[src/rtl/riscv_pkg.sv]
// Shared RV32 load/store definitions: funct3 codes, LSU state encoding, request record, lane helpers.
// Latency: n/a (types, constants and pure functions only).
// Backpressure: n/a.
package riscv_pkg;

   // Load/store width encodings carried in funct3
   localparam logic [2:0] LS_B  = 3'b000;
   localparam logic [2:0] LS_H  = 3'b001;
   localparam logic [2:0] LS_W  = 3'b010;
   localparam logic [2:0] LS_BU = 3'b100;
   localparam logic [2:0] LS_HU = 3'b101;

   typedef enum logic [1:0] {
      IDLE   = 2'd0,
      ISSUE  = 2'd1,
      RDWAIT = 2'd2,
      RESP   = 2'd3
   } lsu_state_t;

   // Latched request fields other than the address (whose width is a top-level parameter)
   typedef struct packed {
      logic        we;
      logic [2:0]  funct3;
      logic [31:0] wdata;
   } lsu_req_t;

   // Byte enables for an access of the given width starting at byte offset a
   function automatic logic [3:0] lsu_byte_en(input logic [2:0] funct3, input logic [1:0] a);
      logic [3:0] be;
      case (funct3[1:0])
         2'b00:   be = 4'b0001 << a;
         2'b01:   be = 4'b0011 << a;
         default: be = 4'b1111;
      endcase
      return be;
   endfunction

   // Reserved widths, and unsigned variants used with a store, are illegal
   function automatic logic lsu_illegal(input logic we, input logic [2:0] funct3);
      logic ill;
      case (funct3)
         LS_B, LS_H, LS_W: ill = 1'b0;
         LS_BU, LS_HU:     ill = we;
         default:          ill = 1'b1;
      endcase
      return ill;
   endfunction

   // Halfwords need an even address, words a multiple of four
   function automatic logic lsu_misaligned(input logic [2:0] funct3, input logic [1:0] a);
      logic mis;
      case (funct3[1:0])
         2'b01:   mis = a[0];
         2'b10:   mis = (a != 2'b00);
         default: mis = 1'b0;
      endcase
      return mis;
   endfunction

endpackage

[src/rtl/lsu_load_align.sv]
// Extracts the addressed byte/halfword/word from a memory word and sign- or zero-extends it.
// Latency: purely combinational, zero cycles.
// Backpressure: none; output follows inputs.
module lsu_load_align
   import riscv_pkg::*;
(
   input  logic [31:0] rdata,
   input  logic [1:0]  a,
   input  logic [2:0]  funct3,
   output logic [31:0] ext_data
);

   logic [31:0] shifted;

   // Move the addressed lane down to bit 0, then extend according to width and signedness
   always_comb begin
      shifted = rdata >> {a, 3'b000};
      case (funct3)
         LS_B:    ext_data = {{24{shifted[7]}}, shifted[7:0]};
         LS_BU:   ext_data = {24'h000000, shifted[7:0]};
         LS_H:    ext_data = {{16{shifted[15]}}, shifted[15:0]};
         LS_HU:   ext_data = {16'h0000, shifted[15:0]};
         default: ext_data = shifted;
      endcase
   end

endmodule

[src/rtl/load_store_unit.sv]
// CPU-to-data-memory bridge: one load/store per handshake with alignment checks, lane formatting and extension.
// Latency: store 2 cycles, load 3 cycles, error 1 cycle after accept, plus one per cycle mem_ready_i is low.
// Backpressure: req_ready_o only in IDLE; the ISSUE strobe and its address/data are held until mem_ready_i.
module load_store_unit
   import riscv_pkg::*;
#(
   parameter int ADDR_WIDTH = 32,
   parameter int DATA_WIDTH = 32
)
(
   input  logic                  clk,
   input  logic                  rst_n,
   input  logic                  req_valid_i,
   output logic                  req_ready_o,
   input  logic                  req_we_i,
   input  logic [2:0]            req_funct3_i,
   input  logic [ADDR_WIDTH-1:0] req_addr_i,
   input  logic [31:0]           req_wdata_i,
   output logic                  resp_valid_o,
   output logic [31:0]           resp_rdata_o,
   output logic                  resp_err_o,
   output logic                  mem_read_o,
   output logic                  mem_write_o,
   output logic [ADDR_WIDTH-1:0] mem_addr_o,
   output logic [31:0]           mem_wdata_o,
   output logic [3:0]            mem_byte_en_o,
   input  logic [31:0]           mem_rdata_i,
   input  logic                  mem_ready_i
);

   generate
      if (DATA_WIDTH != 32) begin : g_bad_data_width
         $error("load_store_unit only supports DATA_WIDTH = 32");
      end
   endgenerate

   lsu_state_t            state_q, state_d;
   lsu_req_t              req_q;
   logic [ADDR_WIDTH-1:0] addr_q;
   logic                  err_q;
   logic [31:0]           rdata_q;
   logic                  req_err;
   logic [31:0]           wdata_fmt;
   logic [31:0]           load_data;

   assign req_err = lsu_illegal(req_we_i, req_funct3_i)
                  | lsu_misaligned(req_funct3_i, req_addr_i[1:0]);

   lsu_load_align u_load_align (
      .rdata    (mem_rdata_i),
      .a        (addr_q[1:0]),
      .funct3   (req_q.funct3),
      .ext_data (load_data)
   );

   // State register
   always_ff @(posedge clk) begin
      if (!rst_n) state_q <= IDLE;
      else        state_q <= state_d;
   end

   // Next-state decode: errors skip the memory entirely, loads take an extra cycle for read data
   always_comb begin
      state_d = state_q;
      case (state_q)
         IDLE:    if (req_valid_i) state_d = req_err ? RESP : ISSUE;
         ISSUE:   if (mem_ready_i) state_d = req_q.we ? RESP : RDWAIT;
         RDWAIT:  state_d = RESP;
         RESP:    state_d = IDLE;
         default: state_d = IDLE;
      endcase
   end

   // Request latch, error flag and registered load result
   always_ff @(posedge clk) begin
      if (!rst_n) begin
         req_q   <= '0;
         addr_q  <= '0;
         err_q   <= 1'b0;
         rdata_q <= '0;
      end else begin
         case (state_q)
            IDLE: begin
               if (req_valid_i) begin
                  req_q.we     <= req_we_i;
                  req_q.funct3 <= req_funct3_i;
                  req_q.wdata  <= req_wdata_i;
                  addr_q       <= req_addr_i;
                  err_q        <= req_err;
                  rdata_q      <= '0;
               end
            end
            RDWAIT: rdata_q <= load_data;
            RESP: begin
               err_q   <= 1'b0;
               rdata_q <= '0;
            end
            default: ;
         endcase
      end
   end

   // Store lane replication: narrow data is copied into every lane so byte enables pick the target
   always_comb begin
      case (req_q.funct3[1:0])
         2'b00:   wdata_fmt = {4{req_q.wdata[7:0]}};
         2'b01:   wdata_fmt = {2{req_q.wdata[15:0]}};
         default: wdata_fmt = req_q.wdata;
      endcase
   end

   // Outputs decoded from state and latched request only; memory bus is zero outside ISSUE
   always_comb begin
      req_ready_o   = 1'b0;
      resp_valid_o  = 1'b0;
      resp_err_o    = 1'b0;
      mem_read_o    = 1'b0;
      mem_write_o   = 1'b0;
      mem_addr_o    = '0;
      mem_wdata_o   = '0;
      mem_byte_en_o = '0;
      case (state_q)
         IDLE:  req_ready_o = 1'b1;
         ISSUE: begin
            mem_read_o    = !req_q.we;
            mem_write_o   = req_q.we;
            mem_addr_o    = {addr_q[ADDR_WIDTH-1:2], 2'b00};
            mem_wdata_o   = wdata_fmt;
            mem_byte_en_o = lsu_byte_en(req_q.funct3, addr_q[1:0]);
         end
         RESP: begin
            resp_valid_o = 1'b1;
            resp_err_o   = err_q;
         end
         default: ;
      endcase
   end

   assign resp_rdata_o = rdata_q;

endmodule

[config.mk]
export PLATFORM = sky130hd
export DESIGN_NAME = load_store_unit
export DESIGN_NICKNAME = d
export VERILOG_FILES = /design/src/rtl/riscv_pkg.sv /design/src/rtl/lsu_load_align.sv /design/src/rtl/load_store_unit.sv
export SDC_FILE = /design/constraint.sdc
export NUM_CORES = 1
export LEC_CHECK = 0
export BUFFER_PORTS_ARGS = -buffer_cell sky130_fd_sc_hd__buf_2
export CAP_MARGIN = 25
export CORE_MARGIN = 4
export CORE_UTILIZATION = 48
export DETAILED_ROUTE_END_ITERATION = 10
export PLACE_DENSITY = 0.8
export SYNTH_ARGS = -nofsm -noshare
export SYNTH_HDL_FRONTEND = slang
export SYNTH_SLANG_ARGS = --single-unit
export TNS_END_PERCENT = 20
[constraint.sdc]
create_clock -name clk -period 2.3 [get_ports clk]
set_input_delay 0.46 -clock clk [delete_from_list [all_inputs] [get_ports clk]]
set_output_delay 0.46 -clock clk [all_outputs]
set_load 0.02 [all_outputs]
==> results.yml <==
logic_synthesis:
  yosysWarnings: 0
  ys_seq_area_share_pct: 40.8
  synth_cell_types: 39
  synth_flop_cell: "dfxtp_1"
  async_flop_share_pct: 0
  netlist_instances: 620
  synth.avg_cell_area_um2: 8.16
  synth-edff-count: 0
  yosys_register_bits: 103
  synth_area_um2: 5060
sta:
  finalCritPeriodShare_pct: 94.9
  fin_skew_ns: 0.0113
  timing.slew.headroom_pct: 45.6
  tightest_slew_ns: 0.814
  rsz0062_at_grt: "no"
  finalSetupViolCount: 0
  final-hold-violation-count: 0
  slew_violations: 0
  finalCriticalPeriod_ns: 2.18
  final.setup.worst_slack_ns: 0.117
  fmax_ghz: 0.458
  tns_ns: 0
detailed_routing:
  wl_per_cell_um: 16.1
  vias_per_cell: 5.38
  drt-initial-drc-count: 366
  num_vias: 5083
  routed_wl_um: 15200
  drtPass1Iterations: 5
  drc: 0
  ant_nets: 0
critical_path:
  cp_slowest_stage_delay_ns: 0.34
  crit_fanout: 13
  r2r_cells: 6
  r2r_end: "resp_rdata_o[16]"
  cp-start-kind: "flip-flop"
  crit_chain: "buf_4 > nor2_4 > nand2_1 > a21boi_0 > buf_2"
  timing.rr.start: "state_q[0]"
  path_delay_family: "buffers and inverters"
  worst-path-buf-inv: 2
  critical_path_required_ns: 1.84
  cp_slowest_cell: "dfxtp_1"
  critPathKind: "reg2out"
  worstPathArrival_ns: 1.72
  timing.critical_path.from: "req_q[33]"
  ff2ff_setup_slack_ns: 0.17
  cp-end-kind: "primary output"
pwr:
  pwr-share-seq_pct: 37.0
  power.density_nw_per_um2: 959
  pwr-share-clk_pct: 21.5
  peakVddDrop_mv: 0.421
  p_sw_w: 0.00250
  swShare_pct: 40.4
  p_int_w: 0.00368
  leakagePower_nw: 2.91
  pwr-share-comb_pct: 41.4
worst_hold_path:
  hold_depth: 3
  worst_hold_path.endpoint: "addr_q[5]"
  hold_class: "in2reg"
  hp-start: "req_addr_i[5]"
placement:
  dp.final_hpwl_um: 11500
  place_inst: 927
  gp_congestion: 0.948
  pre_cts_ws_ns: 0.232
  numPortBuffers: 206
  placed_area_um2: 6180
clocking:
  htreeDepth: 3
  clock_sinks: 103
  cts_buffer_depth: 2
  insertion_delay_ns: 0.37
  cts.clk_slew.worst_paths_ns: 0.11
  cts_tree: "yes"
  cts-buffers-inserted: 9
  cts_hold_buffers: 0
  root_buffer: "clkbuf_8"
layout:
  area_growth_pct: 27.3
  post-route-cell-area_um2: 6440
  multi_input_area_um2: 2770
  seq_area_um2: 2060
  final_nets: 914
  drive_above_1_share_pct: 33.7
  stdcell_count: 945
  nFillCells: 952
floorplan:
  chipHeight_um: 111
  core-area_um2: 10300
  std_cell_rows: 37
  num_io_pins: 209
  start_util_pct: 49.2
  dieWidth_um: 111
  dieArea_um2: 12200
global_route:
  grt_max_degree: 71
  grt_pass1_wl_um: 24400
  gr-total-overflow: 0
  grt_pass1_vias: 4874
  antenna_found_initial: 0
  track_usage_pct: 24.0
run:
  cap_violations: 0
outcome:
  run_status: "completed"
## logic make-up after synthesis
| family | synth area share [%] |
|---|---|
| multiplexers | 10.5 |
| other | 0.0741 |
| AND/OR/NAND/NOR | 24.3 |
| XOR/XNOR | 0.173 |
| AO/OA/AOI/OAI | 17.6 |
| buffers and inverters | 4.92 |
| adder cells (fa/ha/maj) | 1.73 |
| flip-flops | 40.8 |
## stage by stage
stage / util [%] / total power (W) / hold slack [ns]
detailed placement: 60.1 / 0.00486 / 0.444
global placement: 60.1 / 0.00475 / 0.437
floorplan: - / 0.00405 / 0.432
finish: 62.7 / 0.00618 / 0.313
global route: 62.7 / 0.00657 / 0.302
CTS: 62.6 / 0.00621 / 0.294
## placed cells by master (no fill, tap or decap), types with 2 or more instances in the layout
cell | netlist | final
nor3b_4 | 2 | 2
nor2_1 | 14 | 14
o21ai_0 | 20 | 20
a22oi_1 | 9 | 9
a21boi_0 | 8 | 8
nor3_1 | 3 | 3
nor2b_1 | 12 | 12
mux2i_1 | 18 | 18
a21oi_1 | 74 | 74
nor3b_1 | 2 | 2
dfxtp_1 | 103 | 103
a221o_1 | 16 | 16
nand3b_1 | 2 | 2
nand2_1 | 171 | 170
buf_2 | 13 | 206
and3_1 | 2 | 2
clkbuf_8 | 0 | 9
inv_6 | 0 | 2
o21a_1 | 5 | 5
a221oi_1 | 7 | 7
mux2_2 | 15 | 15
or2_2 | 2 | 2
o32ai_1 | 2 | 2
mux4_2 | 8 | 8
buf_4 | 3 | 16
and2_1 | 49 | 48
bufinv_16 | 0 | 2
inv_1 | 6 | 6
conb_1 | 1 | 2
ha_1 | 7 | 6
## sequential cells by signal (all words and copies together) (netlist names)
register	cells
state_q	2
err_q	1
addr_q	32
req_q	36
resp_rdata_o	32
## worst max path at each step
stage | to | slack [ns] | depth (start not counted)
2_1_floorplan | mem_wdata_o[10] | 0.25 | 5
3_3_place_gp | resp_rdata_o[18] | 0.34 | 6
3_5_place_dp | resp_rdata_o[16] | 0.23 | 5
4_1_cts | mem_wdata_o[10] | 0.06 | 5
5_1_grt | mem_wdata_o[10] | 0.005 | 5
6_report | mem_wdata_o[10] | 0.12 | 5
## repair_timing
action | CTS | global route
gates resized for setup | 3 | 0
endpoints found under the hold margin | 0 | 0
setup buffers | 0 | 1
pin swaps | 0 | 1
gates cloned | 0 | 0
endpoints found under the setup margin | 6 | 1
## tightest hold or removal path, delay by kind of cell
kind	cells	cell delay (ns)
AO/OA/AOI/OAI	1	0.05
AND/OR/NAND/NOR	1	0.04
buffers and inverters	1	0.09
## Yosys cell counts (2+ instances only)
library cell  number  share of area (%)
and3_1             2               0.25
a221oi_1           7                1.2
a21boi_0           8                1.2
nor3b_1            2               0.30
nor3_1             3               0.30
nor3b_4            2               0.74
nor2b_1           12                1.5
o21a_1             5               0.74
mux4_2             8                3.6
buf_2             13                1.3
clkbuf_1          33                2.4
o21ai_0           20                2.0
dfxtp_1          103                 41
and2_1            49                6.1
mux2_2            15                3.3
o32ai_1            2               0.35
mux2i_1           18                3.6
buf_1              3               0.22
nor2_1            14                1.0
or2_2              2               0.25
buf_4              3               0.45
nand2_1          171                 13
a221o_1           16                3.2
inv_1              6               0.45
ha_1               7                1.7
a21oi_1           74                7.3
a22oi_1            9                1.3
nand3b_1           2               0.30
## power groups by stage
stage / sequential, W / combinational [W] / clock [W]
finish: 0.00229 / 0.00256 / 0.00133
global route: 0.00233 / 0.00282 / 0.00142
CTS: 0.00229 / 0.00256 / 0.00136
detailed placement: 0.00233 / 0.00253 / 0
global placement: 0.00231 / 0.00245 / 0
floorplan: 0.00231 / 0.00173 / 0
## area by class of cell
type	instances	share of cell area [%]
repair buffers	223	18.2
flip-flops and latches	103	32.0
inverters	7	0.408
well taps	136	2.64
clock inverters	7	1.75
multi-input cells	459	43.1
diodes	1	0.0388
clock buffers	9	1.92
## per-layer routing
| metal | part of all wire [%] | track usage (%) | vias to the layer above |
|---|---|---|---|
| li1 | - | - | 2460 |
| met1 | 41 | 29.6 | 2351 |
| met2 | 49 | 40.9 | 235 |
| met3 | 7.5 | 4.97 | 37 |
| met4 | 3.0 | 9.61 | 0 |
| met5 | 0 | 0 | - |
Note: power is estimated with default switching activity, not from simulation.
